**src/rtl/alu_decode_stage.sv**
```systemverilog
// Registered ALU-operation decoder for RV32I/RV64I (+M), behind a valid/ready
// handshake with a main register and a one-entry skid register.
module alu_decode_stage #(
  parameter int XLEN  = 32,
  parameter int HAS_M = 1,
  parameter int TAG_W = 8,
  parameter int CNT_W = 16
) (
  input  logic             clk,
  input  logic             rst,
  input  logic             flush,
  input  logic             in_valid,
  output logic             in_ready,
  input  logic [31:0]      in_instr,
  input  logic [TAG_W-1:0] in_tag,
  output logic             out_valid,
  input  logic             out_ready,
  output logic [4:0]       out_op,
  output logic             out_illegal,
  output logic [TAG_W-1:0] out_tag,
  output logic [CNT_W-1:0] illegal_cnt
);

  typedef enum logic [4:0] {
    OP_ADD    = 5'd0,  OP_SUB    = 5'd1,  OP_AND   = 5'd2,  OP_OR    = 5'd3,
    OP_XOR    = 5'd4,  OP_SLT    = 5'd5,  OP_SLTU  = 5'd6,  OP_SLL   = 5'd7,
    OP_SRL    = 5'd8,  OP_SRA    = 5'd9,  OP_MUL   = 5'd10, OP_MULH  = 5'd11,
    OP_MULHSU = 5'd12, OP_MULHU  = 5'd13, OP_DIV   = 5'd14, OP_DIVU  = 5'd15,
    OP_REM    = 5'd16, OP_REMU   = 5'd17, OP_ADDW  = 5'd18, OP_SUBW  = 5'd19,
    OP_SLLW   = 5'd20, OP_SRLW   = 5'd21, OP_SRAW  = 5'd22, OP_MULW  = 5'd23,
    OP_DIVW   = 5'd24, OP_DIVUW  = 5'd25, OP_REMW  = 5'd26, OP_REMUW = 5'd27
  } alu_op_e;

  localparam logic [6:0] OPC_OP       = 7'b0110011;
  localparam logic [6:0] OPC_OP_IMM   = 7'b0010011;
  localparam logic [6:0] OPC_OP_32    = 7'b0111011;
  localparam logic [6:0] OPC_OP_IMM32 = 7'b0011011;
  localparam logic [6:0] OPC_LOAD     = 7'b0000011;
  localparam logic [6:0] OPC_STORE    = 7'b0100011;
  localparam logic [6:0] OPC_BRANCH   = 7'b1100011;
  localparam logic [6:0] OPC_JAL      = 7'b1101111;
  localparam logic [6:0] OPC_JALR     = 7'b1100111;
  localparam logic [6:0] OPC_LUI      = 7'b0110111;
  localparam logic [6:0] OPC_AUIPC    = 7'b0010111;

  logic [6:0] opcode;
  logic [2:0] f3;
  logic [6:0] f7;
  logic       shift_ok;
  logic       sra_ok;
  logic       unused_fields;
  alu_op_e    dec_op;
  logic       dec_illegal;

  assign opcode = in_instr[6:0];
  assign f3     = in_instr[14:12];
  assign f7     = in_instr[31:25];
  // RV64 immediate shifts use a 6-bit shamt, so bit 25 belongs to the amount.
  assign shift_ok = (XLEN == 64) ? (in_instr[31:26] == 6'b000000) : (f7 == 7'b0000000);
  assign sra_ok   = (XLEN == 64) ? (in_instr[31:26] == 6'b010000) : (f7 == 7'b0100000);
  assign unused_fields = ^{in_instr[24:15], in_instr[11:7]};

  always_comb begin
    dec_op      = OP_ADD;
    dec_illegal = 1'b0;
    case (opcode)
      OPC_OP: begin
        if (f7 == 7'b0000000) begin
          case (f3)
            3'b000:  dec_op = OP_ADD;
            3'b001:  dec_op = OP_SLL;
            3'b010:  dec_op = OP_SLT;
            3'b011:  dec_op = OP_SLTU;
            3'b100:  dec_op = OP_XOR;
            3'b101:  dec_op = OP_SRL;
            3'b110:  dec_op = OP_OR;
            default: dec_op = OP_AND;
          endcase
        end else if (f7 == 7'b0100000 && f3 == 3'b000) begin
          dec_op = OP_SUB;
        end else if (f7 == 7'b0100000 && f3 == 3'b101) begin
          dec_op = OP_SRA;
        end else if (f7 == 7'b0000001 && HAS_M != 0) begin
          dec_op = alu_op_e'(5'd10 + {2'b00, f3});
        end else begin
          dec_illegal = 1'b1;
        end
      end
      OPC_OP_IMM: begin
        case (f3)
          3'b000: dec_op = OP_ADD;
          3'b010: dec_op = OP_SLT;
          3'b011: dec_op = OP_SLTU;
          3'b100: dec_op = OP_XOR;
          3'b110: dec_op = OP_OR;
          3'b001: begin
            if (shift_ok) dec_op = OP_SLL;
            else          dec_illegal = 1'b1;
          end
          3'b101: begin
            if (shift_ok)    dec_op = OP_SRL;
            else if (sra_ok) dec_op = OP_SRA;
            else             dec_illegal = 1'b1;
          end
          default: dec_op = OP_AND;
        endcase
      end
      OPC_OP_32: begin
        if (XLEN != 64) begin
          dec_illegal = 1'b1;
        end else if (f7 == 7'b0000000 && f3 == 3'b000) begin
          dec_op = OP_ADDW;
        end else if (f7 == 7'b0000000 && f3 == 3'b001) begin
          dec_op = OP_SLLW;
        end else if (f7 == 7'b0000000 && f3 == 3'b101) begin
          dec_op = OP_SRLW;
        end else if (f7 == 7'b0100000 && f3 == 3'b000) begin
          dec_op = OP_SUBW;
        end else if (f7 == 7'b0100000 && f3 == 3'b101) begin
          dec_op = OP_SRAW;
        end else if (f7 == 7'b0000001 && HAS_M != 0 && f3 == 3'b000) begin
          dec_op = OP_MULW;
        end else if (f7 == 7'b0000001 && HAS_M != 0 && f3[2]) begin
          // DIVW..REMUW sit contiguously at 24..27 for f3 100..111.
          dec_op = alu_op_e'(5'd20 + {2'b00, f3});
        end else begin
          dec_illegal = 1'b1;
        end
      end
      OPC_OP_IMM32: begin
        if (XLEN != 64)                            dec_illegal = 1'b1;
        else if (f3 == 3'b000)                     dec_op = OP_ADDW;
        else if (f3 == 3'b001 && f7 == 7'b0000000) dec_op = OP_SLLW;
        else if (f3 == 3'b101 && f7 == 7'b0000000) dec_op = OP_SRLW;
        else if (f3 == 3'b101 && f7 == 7'b0100000) dec_op = OP_SRAW;
        else                                       dec_illegal = 1'b1;
      end
      OPC_LOAD, OPC_STORE, OPC_BRANCH, OPC_JAL, OPC_JALR, OPC_LUI, OPC_AUIPC:
        dec_op = OP_ADD;
      default: dec_illegal = 1'b1;
    endcase
  end

  logic             main_valid, skid_valid;
  logic [4:0]       main_op, skid_op;
  logic             main_ill, skid_ill;
  logic [TAG_W-1:0] main_tag, skid_tag;
  logic             accept, deliver;

  assign in_ready    = !skid_valid;
  assign accept      = in_valid && !skid_valid;
  assign deliver     = main_valid && out_ready;
  assign out_valid   = main_valid;
  assign out_op      = main_op;
  assign out_illegal = main_ill;
  assign out_tag     = main_tag;

  // The skid only ever fills while main is stalled, so it always holds the younger entry.
  always_ff @(posedge clk or posedge rst) begin
    if (rst) begin
      main_valid  <= 1'b0;
      main_op     <= '0;
      main_ill    <= 1'b0;
      main_tag    <= '0;
      skid_valid  <= 1'b0;
      skid_op     <= '0;
      skid_ill    <= 1'b0;
      skid_tag    <= '0;
      illegal_cnt <= '0;
    end else if (flush) begin
      main_valid <= 1'b0;
      skid_valid <= 1'b0;
    end else begin
      if (skid_valid) begin
        if (out_ready) begin
          main_op    <= skid_op;
          main_ill   <= skid_ill;
          main_tag   <= skid_tag;
          skid_valid <= 1'b0;
        end
      end else if (accept && (!main_valid || out_ready)) begin
        main_valid <= 1'b1;
        main_op    <= dec_op;
        main_ill   <= dec_illegal;
        main_tag   <= in_tag;
      end else if (accept) begin
        skid_valid <= 1'b1;
        skid_op    <= dec_op;
        skid_ill   <= dec_illegal;
        skid_tag   <= in_tag;
      end else if (deliver) begin
        main_valid <= 1'b0;
      end
      if (deliver && main_ill && illegal_cnt != '1)
        illegal_cnt <= illegal_cnt + CNT_W'(1);
    end
  end

endmodule

```
**config.mk**
```make
export PLATFORM = sky130hd
export DESIGN_NAME = alu_decode_stage
export DESIGN_NICKNAME = d
export VERILOG_FILES = /design/src/rtl/alu_decode_stage.sv
export SDC_FILE = /design/constraint.sdc
export NUM_CORES = 1
export LEC_CHECK = 0
export ABC_AREA = 1
export CAP_MARGIN = 10
export CORE_ASPECT_RATIO = 1.75
export CORE_MARGIN = 3
export CORE_UTILIZATION = 34
export CTS_BUF_LIST = sky130_fd_sc_hd__clkbuf_4 sky130_fd_sc_hd__clkbuf_8 sky130_fd_sc_hd__clkbuf_16
export CTS_CLUSTER_DIAMETER = 80
export CTS_CLUSTER_SIZE = 30
export DETAILED_ROUTE_END_ITERATION = 8
export MAX_ROUTING_LAYER = met4
export SETUP_SLACK_MARGIN = 0.05
export SKIP_LAST_GASP = 1
export SLEW_MARGIN = 30
export SYNTH_ARGS = -nofsm -noshare
export SYNTH_HDL_FRONTEND = slang
export SYNTH_SLANG_ARGS = --single-unit
```
**constraint.sdc**
```tcl
create_clock -name clk -period 1.6 [get_ports clk]
set_input_delay 0.24 -clock clk [delete_from_list [all_inputs] [get_ports clk]]
set_output_delay 0.24 -clock clk [all_outputs]
set_load 0.01 [all_outputs]
```
==> results of run 1 <==
-- stage by stage --
stage | std cells | hold WS (ns) | utilization, % | instance area [um^2] | TNS (ns)
floorplan | 360 | 0.303 | - | 2650 | 0
global placement | 540 | 0.462 | 48.2 | 3650 | -1.84
detailed placement | 540 | 0.466 | 48.2 | 3650 | -2.02
CTS | 549 | 0.206 | 50.5 | 3820 | 0
global route | 553 | 0.229 | 52.1 | 3940 | 0
finish | 553 | 0.199 | 52.1 | 3940 | 0
-- timing repair --
item,in CTS,in global routing
setup buffers,1,3
hold endpoints to repair,0,0
pin swaps,0,1
gates resized for setup,7,20
gates cloned,0,2
endpoints found under the setup margin,6,24
-- cell families after synthesis --
kind of cell               share of synthesized area (%)
DFF                                                 43.5
and+or+nand+nor                                     35.0
adders and majority gates                           1.42
buffers and inverters                               7.04
xor gates and xnor gates                            5.82
AOI/OAI and AO/OA                                   7.19
-- registers in the layout, summed over array words and instances, names as in the netlist --
name         flops
illegal_cnt     16
out_tag          8
skid_tag         8
out_op           5
skid_op          5
out_illegal      1
out_valid        1
skid_ill         1
skid_valid       1
-- layout by cell type, fill, tap and decap left out, drive strengths merged --
| cell | Yosys | final |
|---|---|---|
| nand3 | 16 | 16 |
| buf | 6 | 42 |
| o211ai | 1 | 1 |
| clkinvlp | 0 | 1 |
| dfrtp | 46 | 46 |
| nand4 | 4 | 4 |
| inv | 36 | 36 |
| bufinv | 0 | 1 |
| a21oi | 8 | 8 |
| xor2 | 11 | 11 |
| xnor2 | 4 | 4 |
| nor2 | 58 | 58 |
| ha | 3 | 3 |
| clkbuf | 2 | 8 |
| clkdlybuf4s50 | 0 | 52 |
| and3 | 1 | 1 |
| dlymetal6s2s | 0 | 5 |
| nand2 | 132 | 132 |
| o31ai | 1 | 1 |
| o21ai | 12 | 12 |
| a31oi | 12 | 12 |
| nor3 | 7 | 7 |
| dlygate4sd2 | 0 | 4 |
-- layer usage --
metal,vias to the layer above,track usage (%)
met5,-,-
li1,1336,-
met1,1223,16.9
met4,0,8.31
met2,69,33.4
met3,20,2.95
-- area by class of cell --
type	count	area, um^2	share of cell area (%)
tap	88	110	2.79
sequential	46	1160	29.3
multi-input combinational	270	1350	34.2
clock inverter	2	37.5	0.952
timing repair buffer	105	1020	25.9
clock buffer	6	133	3.37
inverter	36	138	3.49
-- power by group through the flow --
stage	sequential [W]	clock, W	combinational (W)
6_report	0.00153	0.00121	0.00105
5_1_grt	0.00156	0.00128	0.00117
4_1_cts	0.00153	0.00124	0.00104
3_5_place_dp	0.00154	0	0.00105
3_3_place_gp	0.00153	0	0.00103
2_1_floorplan	0.00158	0	0.000417
-- worst paths after layout --
| check | cells past startpoint | end | slack [ns] |
|---|---|---|---|
| setup reg to reg | 8 | illegal_cnt[7]$_DFFE_PP0P_ | 0.12 |
| hold reg to reg | 2 | skid_tag[1]$_DFFE_PP0P_ | 0.48 |
| min in group clk | 2 | skid_tag[1]$_DFFE_PP0P_ | 0.48 |
| max in group asynchronous | 3 | illegal_cnt[3]$_DFFE_PP0P_ | 0.92 |
| hold / removal | 2 | out_tag[2]$_DFFE_PP0P_ | 0.20 |
| setup / recovery | 1 | illegal_cnt[15] | 0.08 |
==> results.yml, run 1 <==
timing:
  setup_viol: 0
  rsz0062_at_grt: "true"
  finalCriticalPeriod_ns: 1.52
  skew_ns: 0.00824
  fin_crit_sh_pct: 94.8
  maxSlewHeadroom_pct: 74.4
  tightest_slew_ns: 0.381
  fin_ws_ns: 0.0827
  slew_viol_final: 0
  hold_violations: 0
  fmax_mhz: 659
drt:
  vias: 2648
  dr_wl_met2_um: 4210
  top_layer_used: "met4"
  initialDrtViolationCount: 114
  avgRoutedWirePerCell_um: 13.3
  met3_length_um: 306
  postRouteAntennaNets: 0
  via_per_inst: 4.79
  drt_pre_antenna_iters: 4
  routed_wl_um: 7330
  wl_met1_um: 2570
  drc_errors: 0
synth:
  synthMostInstantiatedCell: "nand2_1"
  synth_warnings: 0
  syn_nets: 408
  yosysSeqAreaShare_pct: 43.5
  synth_edf_count: 0
  synth.top_cell.area_share_pct: 43.5
  netlist_instances: 360
  syn_area_um2: 2650
  async_flop_share_pct: 100
  ys.flop_type: "dfrtp_1"
  yosysTopAreaCell: "dfrtp_1"
  synthTopCellsByArea: "dfrtp_1 43%, nand2_1 18%, nor2_1 7.5%, inv_1 4.0%, a31oi_1 2.8%"
  ys_ff_latch: 46
  syn_avg_cell_area_um2: 7.35
  synthTopCellsByCount: "126 x nand2_1, 53 x nor2_1, 46 x dfrtp_1, 28 x inv_1, 14 x nand3_1"
  synth_cell_types: 30
critical_path:
  critPathArrivalTime_ns: 1.28
  path_buf_inv: 1
  r2r_start: "illegal_cnt[0]$_DFFE_PP0P_"
  startpoint: "illegal_cnt[15]$_DFFE_PP0P_"
  slowest_delay_ns: 0.56
  crit_path_end_kind: "primary output"
  path_class: "register to primary output"
  required_ns: 1.36
  critPathLaunchType: "register"
  cpMaxStageDelayCell: "clkdlybuf4s50_1"
  crit_chain: "clkdlybuf4s50_1"
  critPathTopFamily: "buffers and inverters"
  crit_fanout: 4
global_route:
  gr-total-overflow: 0
  track_usage_pct: 17.7
  first_global_vias: 2637
  grt_pass1_wl_um: 11900
  grt_max_degree: 26
  antenna_found_initial: 0
clock_tree:
  insertion_delay_ns: 0.29
  cts_tree: "yes"
  cts_hold_buf: 0
  cts_max_level: 2
  cts_made_buffers: 5
  cts.sinks: 46
  cts_buffer_depth: 2
  ctsRootBufferMaster: "clkbuf_16"
  cts.reportedPaths.clkPinSlew_ns: 0.07
finish:
  nFillCells: 757
  nNetsFinal: 512
  area_growth_pct: 48.9
  antenna_cells: 0
  drive_above_1_share_pct: 19.8
floorplan:
  die_h_um: 123
  die-area_um2: 8920
  io_pins: 77
  rows: 42
  fp.dieW_um: 72.7
  core_area_um2: 7570
  initial_utilization_pct: 35.0
pwr:
  pwr-share-comb_pct: 27.7
  ir_drop_v: 0.000465
  power_density_nw_per_um2: 961
  p_sw_share_pct: 29.1
  leakage_nw: 2.01
  p_sw_w: 0.00110
  p_clk_share_pct: 32.0
  power.internal_w: 0.00268
  power_w: 0.00379
  seq_power_share_pct: 40.3
place:
  finalWeightedCongestion: 0.944
  place_hpwl_um: 5630
  place_ws_ns: -0.133
  port_buffers: 61
worst_hold_path:
  hold_path.class: "input port to asynchronous set/reset pin"
outcome:
  outcome: "finished clean"
flow_run:
  drv_cap: 0
No activity file was read; power rests on OpenSTA's default activity.
==> run 2, diff against run 1 <==
- MAX_ROUTING_LAYER: met4 -> default
==> run 2 against run 1 <==
Maximum frequency is 0.32% higher. Non-clock buffer count did not move. Flip-flop and latch count did not move. First-iteration DRC count down 5.3%. Via count rose by 1.7%. Die area did not move. Final area fell by 1.5%. Critical endpoint is now illegal_cnt[12].
==> results.yml, run 2 (synthesis results as in run 1) <==
outcome:
  outcome: "finished clean"
clock_tree:
  cts.reportedPaths.clkPinSlew_ns: 0.07
  cts_max_level: 2
  cts_hold_buf: 0
  cts_buffer_depth: 2
  cts_made_buffers: 5
  insertion_delay_ns: 0.29
  cts.sinks: 46
  cts_tree: "yes"
  ctsRootBufferMaster: "clkbuf_16"
finish:
  area_growth_pct: 46.7
  nNetsFinal: 512
  final_common_cell: "nand2_1"
  antenna_cells: 0
  largest_reg_flops: 16
  final_cell_mix: "125 x nand2_1, 52 x clkdlybuf4s50_1, 49 x nor2_1"
  largest-register: "illegal_cnt"
  nFillCells: 740
  instances_no_fill: 553
  final_cell_area_um2: 3880
  drive_above_1_share_pct: 18.5
floorplan:
  io_pins: 77
  initial_utilization_pct: 35.0
  rows: 42
  core_area_um2: 7570
  die-area_um2: 8920
  die_h_um: 123
  fp.dieW_um: 72.7
place:
  port_buffers: 61
  dpl.cell_count: 541
  dpl-instance-area_um2: 3650
  finalWeightedCongestion: 0.933
  place_hpwl_um: 5500
drt:
  vias: 2693
  drt_pre_antenna_iters: 6
  routed_wl_um: 7110
  via_per_inst: 4.87
  postRouteAntennaNets: 0
  avgRoutedWirePerCell_um: 12.9
  drc_errors: 0
  initialDrtViolationCount: 108
critical_path:
  slowest_delay_ns: 0.57
  r2r_start: "illegal_cnt[7]$_DFFE_PP0P_"
  r2r_cells: 9
  crit_path_end_kind: "primary output"
  critPathTopFamily: "buffers and inverters"
  critPathLaunchType: "register"
  path_class: "register to primary output"
  rrSetupSlack_ns: 0.15
  path_buf_inv: 1
  rr_endpoint: "illegal_cnt[5]$_DFFE_PP0P_"
  critPathArrivalTime_ns: 1.27
  crit_fanout: 4
  crit_chain: "clkdlybuf4s50_1"
  cpMaxStageDelayCell: "clkdlybuf4s50_1"
  required_ns: 1.36
timing:
  rsz0062_at_grt: "true"
  maxSlewHeadroom_pct: 80.2
  hold_ws_ns: 0.294
  fmax_mhz: 661
  skew_ns: 0.00750
  hold_violations: 0
  tightest_slew_ns: 0.294
  slew_viol_final: 0
  setup_viol: 0
  finalCriticalPeriod_ns: 1.51
  fin_crit_sh_pct: 94.5
pwr:
  leakage_nw: 1.97
  ir_drop_v: 0.000453
  power_w: 0.00361
  power_density_nw_per_um2: 931
global_route:
  grt_pass1_wl_um: 12100
  grt_max_degree: 47
  gr-total-overflow: 0
  antenna_found_initial: 0
  first_global_vias: 2714
  track_usage_pct: 17.2
flow_run:
  drv_cap: 0
worst_hold_path:
  hold_path.class: "input port to asynchronous set/reset pin"
[run 2: layout make-up]
class                   count  area, um^2  area share, %
clock buffers               5         125           3.22
inverters                  36         140           3.61
repair buffers            105         982           25.3
well taps                  88         110           2.84
flip-flops and latches     46        1150           29.7
multi-input cells         270        1350           34.8
clock inverters             3        21.3          0.548
[run 2: worst max-delay path by stage]
stage / start / endpoint / slack [ns] / depth (start not counted)
finish: illegal_cnt[12]$_DFFE_PP0P_ / illegal_cnt[12] / 0.09 / 1
global route: illegal_cnt[7]$_DFFE_PP0P_ / illegal_cnt[14]$_DFFE_PP0P_ / 0.03 / 10
CTS: illegal_cnt[0]$_DFFE_PP0P_ / illegal_cnt[13]$_DFFE_PP0P_ / 0.05 / 8
detailed placement: in_instr[13] / out_illegal$_DFFE_PP0P_ / -0.14 / 11
global placement: in_instr[13] / out_op[1]$_DFFE_PP0P_ / -0.15 / 9
floorplan: illegal_cnt[0]$_DFFE_PP0P_ / illegal_cnt[6]$_DFFE_PP0P_ / 0.1 / 9
[run 2: stage by stage]
step | util [%] | setup slack (ns) | setup TNS, ns
6_report | 51.3 | 0.0875 | 0
4_1_cts | 50.4 | 0.0528 | 0
3_3_place_gp | 48.3 | -0.150 | -2.35
2_1_floorplan | - | 0.0972 | 0
5_1_grt | 51.3 | 0.0346 | 0
3_5_place_dp | 48.3 | -0.145 | -2.42
[run 2: power by group]
group | internal [W] | leakage [nW] | switching [W] | total, W
Combinational | 0.000562 | 1.34 | 0.000512 | 0.00107
Clock | 0.000579 | 0.0698 | 0.000455 | 0.00103
Sequential | 0.00137 | 0.564 | 0.000140 | 0.00151
[run 2: repair_timing]
action | in CTS | in global routing
cloned | 0 | 0
gates resized for setup | 6 | 17
pin swaps | 0 | 1
setup endpoints to repair | 7 | 24
setup buffers | 3 | 1
[run 2: routing by layer]
metal | up-vias | track usage, % | wire, um
li1 | 1339 | - | -
met1 | 1264 | 17.1 | 2480
met2 | 70 | 33.0 | 4090
met3 | 20 | 2.87 | 287
met4 | 0 | 8.89 | 255
met5 | - | 0 | 0
[run 2: worst register-to-register path, cell delays in order (launching register included)]
cell and delay [ns]:
dfrtp_1 0.41, nand2_1 0.10, inv_2 0.09, nand2_2 0.07
nor2_4 0.14, nand3_2 0.10, nand2_4 0.10, buf_6 0.14
nor2_1 0.05, xor2_1 0.14
==> run 3, diff against run 2 <==
- CTS_CLUSTER_SIZE: 30 -> default
- clock period: 1.6 -> 1.2 ns (I/O delays scaled with it)
==> run 3 against run 2 <==
The run now ends with setup timing left. Sequential power grew 36%. Final area grew 18%. Worst setup slack got worse by 0.39 ns. Global-route usage grew 2.2 points. Critical path depth grew 7. Power increased by 54%. Non-clock buffer count is 45 higher. Largest power group unchanged.
==> results.yml, run 3 (synthesis results as in run 1) <==
timing:
  finalCriticalPeriod_ns: 1.51
  fin_ws_ns: -0.306
  fmax_mhz: 664
  skew_ns: 0.00791
  hold_violations: 0
  fin_crit_sh_pct: 125
  tns_ns: -8.88
  rsz0062_at_grt: "true"
  slew_viol_final: 0
  setup_viol: 46
  maxSlewHeadroom_pct: 82.5
  tightest_slew_ns: 0.262
pwr:
  ir_drop_v: 0.000646
  power_density_nw_per_um2: 1210
  leakage_nw: 2.31
clock_tree:
  cts_hold_buf: 0
  cts_buffer_depth: 2
  cts.reportedPaths.clkPinSlew_ns: 0.07
  cts.sinks: 46
  cts_max_level: 2
  ctsRootBufferMaster: "clkbuf_16"
  insertion_delay_ns: 0.30
  cts_made_buffers: 5
  cts_tree: "yes"
drt:
  drt_pre_antenna_iters: 5
  routed_wl_um: 8430
  via_per_inst: 4.85
  postRouteAntennaNets: 0
  initialDrtViolationCount: 108
  avgRoutedWirePerCell_um: 14.1
  vias: 2898
  drc_errors: 0
critical_path:
  startpoint: "illegal_cnt[1]$_DFFE_PP0P_"
  crit_fanout: 4
  critPathArrivalTime_ns: 1.69
  critPathLaunchType: "register"
  r2r_cells: 8
  endpoint: "illegal_cnt[7]$_DFFE_PP0P_"
  rr_endpoint: "illegal_cnt[7]$_DFFE_PP0P_"
  path_class: "register to register"
  crit_path_end_kind: "register"
  rrSetupSlack_ns: -0.31
  required_ns: 1.38
  r2r_start: "illegal_cnt[1]$_DFFE_PP0P_"
finish:
  largest-register: "illegal_cnt"
  final_cell_area_um2: 4590
  antenna_cells: 0
  final_cell_mix: "109 x nand2_1, 57 x buf_4, 42 x dfrtp_1"
  final_common_cell: "nand2_1"
  drive_above_1_share_pct: 40.2
  area_growth_pct: 73.6
  nNetsFinal: 557
  largest_reg_flops: 16
outcome:
  violations: "setup timing"
  outcome: "complete, but fails checks"
global_route:
  first_global_vias: 2950
  grt_max_degree: 47
  track_usage_pct: 19.4
  grt_use_met1_pct: 17.8
  antenna_found_initial: 0
  grt_most_used_layer: "met2"
  globalRouteMet3Util_pct: 2.62
  gr-usage-met2_pct: 38.0
  gr-total-overflow: 0
  grt_pass1_wl_um: 13100
floorplan:
  fp.dieW_um: 72.7
  io_pins: 77
  die-area_um2: 8920
  rows: 42
  core_area_um2: 7570
  initial_utilization_pct: 35.0
  die_h_um: 123
worst_hold_path:
  hold_path.class: "input port to asynchronous set/reset pin"
place:
  place_hpwl_um: 5960
  dpl-instance-area_um2: 3900
  port_buffers: 61
  finalWeightedCongestion: 0.913
flow_run:
  drv_cap: 0
[run 3: repair_timing]
| action | 4_1_cts | 5_1_grt |
|---|---|---|
| setup endpoints to repair | 76 | 63 |
| buffers inserted | 19 | 13 |
| hold endpoints to repair | 0 | 0 |
| gates cloned | 1 | 1 |
| pin swaps | 20 | 15 |
| gates resized for setup | 166 | 58 |
[run 3: how the worst min path moves through the flow]
stage                                        to
floorplan           illegal_cnt[10]$_DFFE_PP0P_
global placement        skid_tag[5]$_DFFE_PP0P_
detailed placement      skid_tag[7]$_DFFE_PP0P_
CTS                  illegal_cnt[6]$_DFFE_PP0P_
global route         illegal_cnt[2]$_DFFE_PP0P_
finish               illegal_cnt[6]$_DFFE_PP0P_
[run 3: power by group]
group          internal [W]  total, W  switching, W
combinational       0.00103   0.00189      0.000862
clock               0.00101   0.00161      0.000608
sequential          0.00183   0.00206      0.000223
total               0.00387   0.00556       0.00169
[run 3: cell type report]
type	count	area, um^2
Timing Repair Buffer	150	1440
Fill cell	668	2970
Clock inverter	2	37.5
Clock buffer	6	133
Sequential cell	46	1160
Inverter	36	154
Tap cell	88	110
Multi-Input combinational cell	270	1570
[run 3: worst max-delay path, stage by stage, from the launching register on]
cell	delay, ns
dfrtp_2	0.41
ha_4	0.16
nand3_4	0.09
nor2_4	0.12
nand3_2	0.11
nand2_4	0.15
buf_6	0.15
nor3_2	0.04
xor2_1	0.16
[run 3: per-stage QoR]
step / setup WS, ns / instances / hold WS (ns) / util (%) / power, W
6_report: -0.306 / 598 / 0.289 / 60.7 / 0.00556
5_1_grt: -0.357 / 598 / 0.316 / 60.7 / 0.00582
4_1_cts: -0.208 / 589 / 0.302 / 57.7 / 0.00543
3_5_place_dp: -0.487 / 566 / 0.466 / 51.5 / 0.00372
3_3_place_gp: -0.469 / 566 / 0.461 / 51.5 / 0.00369
2_1_floorplan: -0.179 / 360 / 0.197 / - / 0.00274
[run 3: routing by layer]
layer  wire, um  vias up
met2       4830       98
met1       2830     1343
li1           -     1429
met5          0        -
met3        333       28
met4        437        0
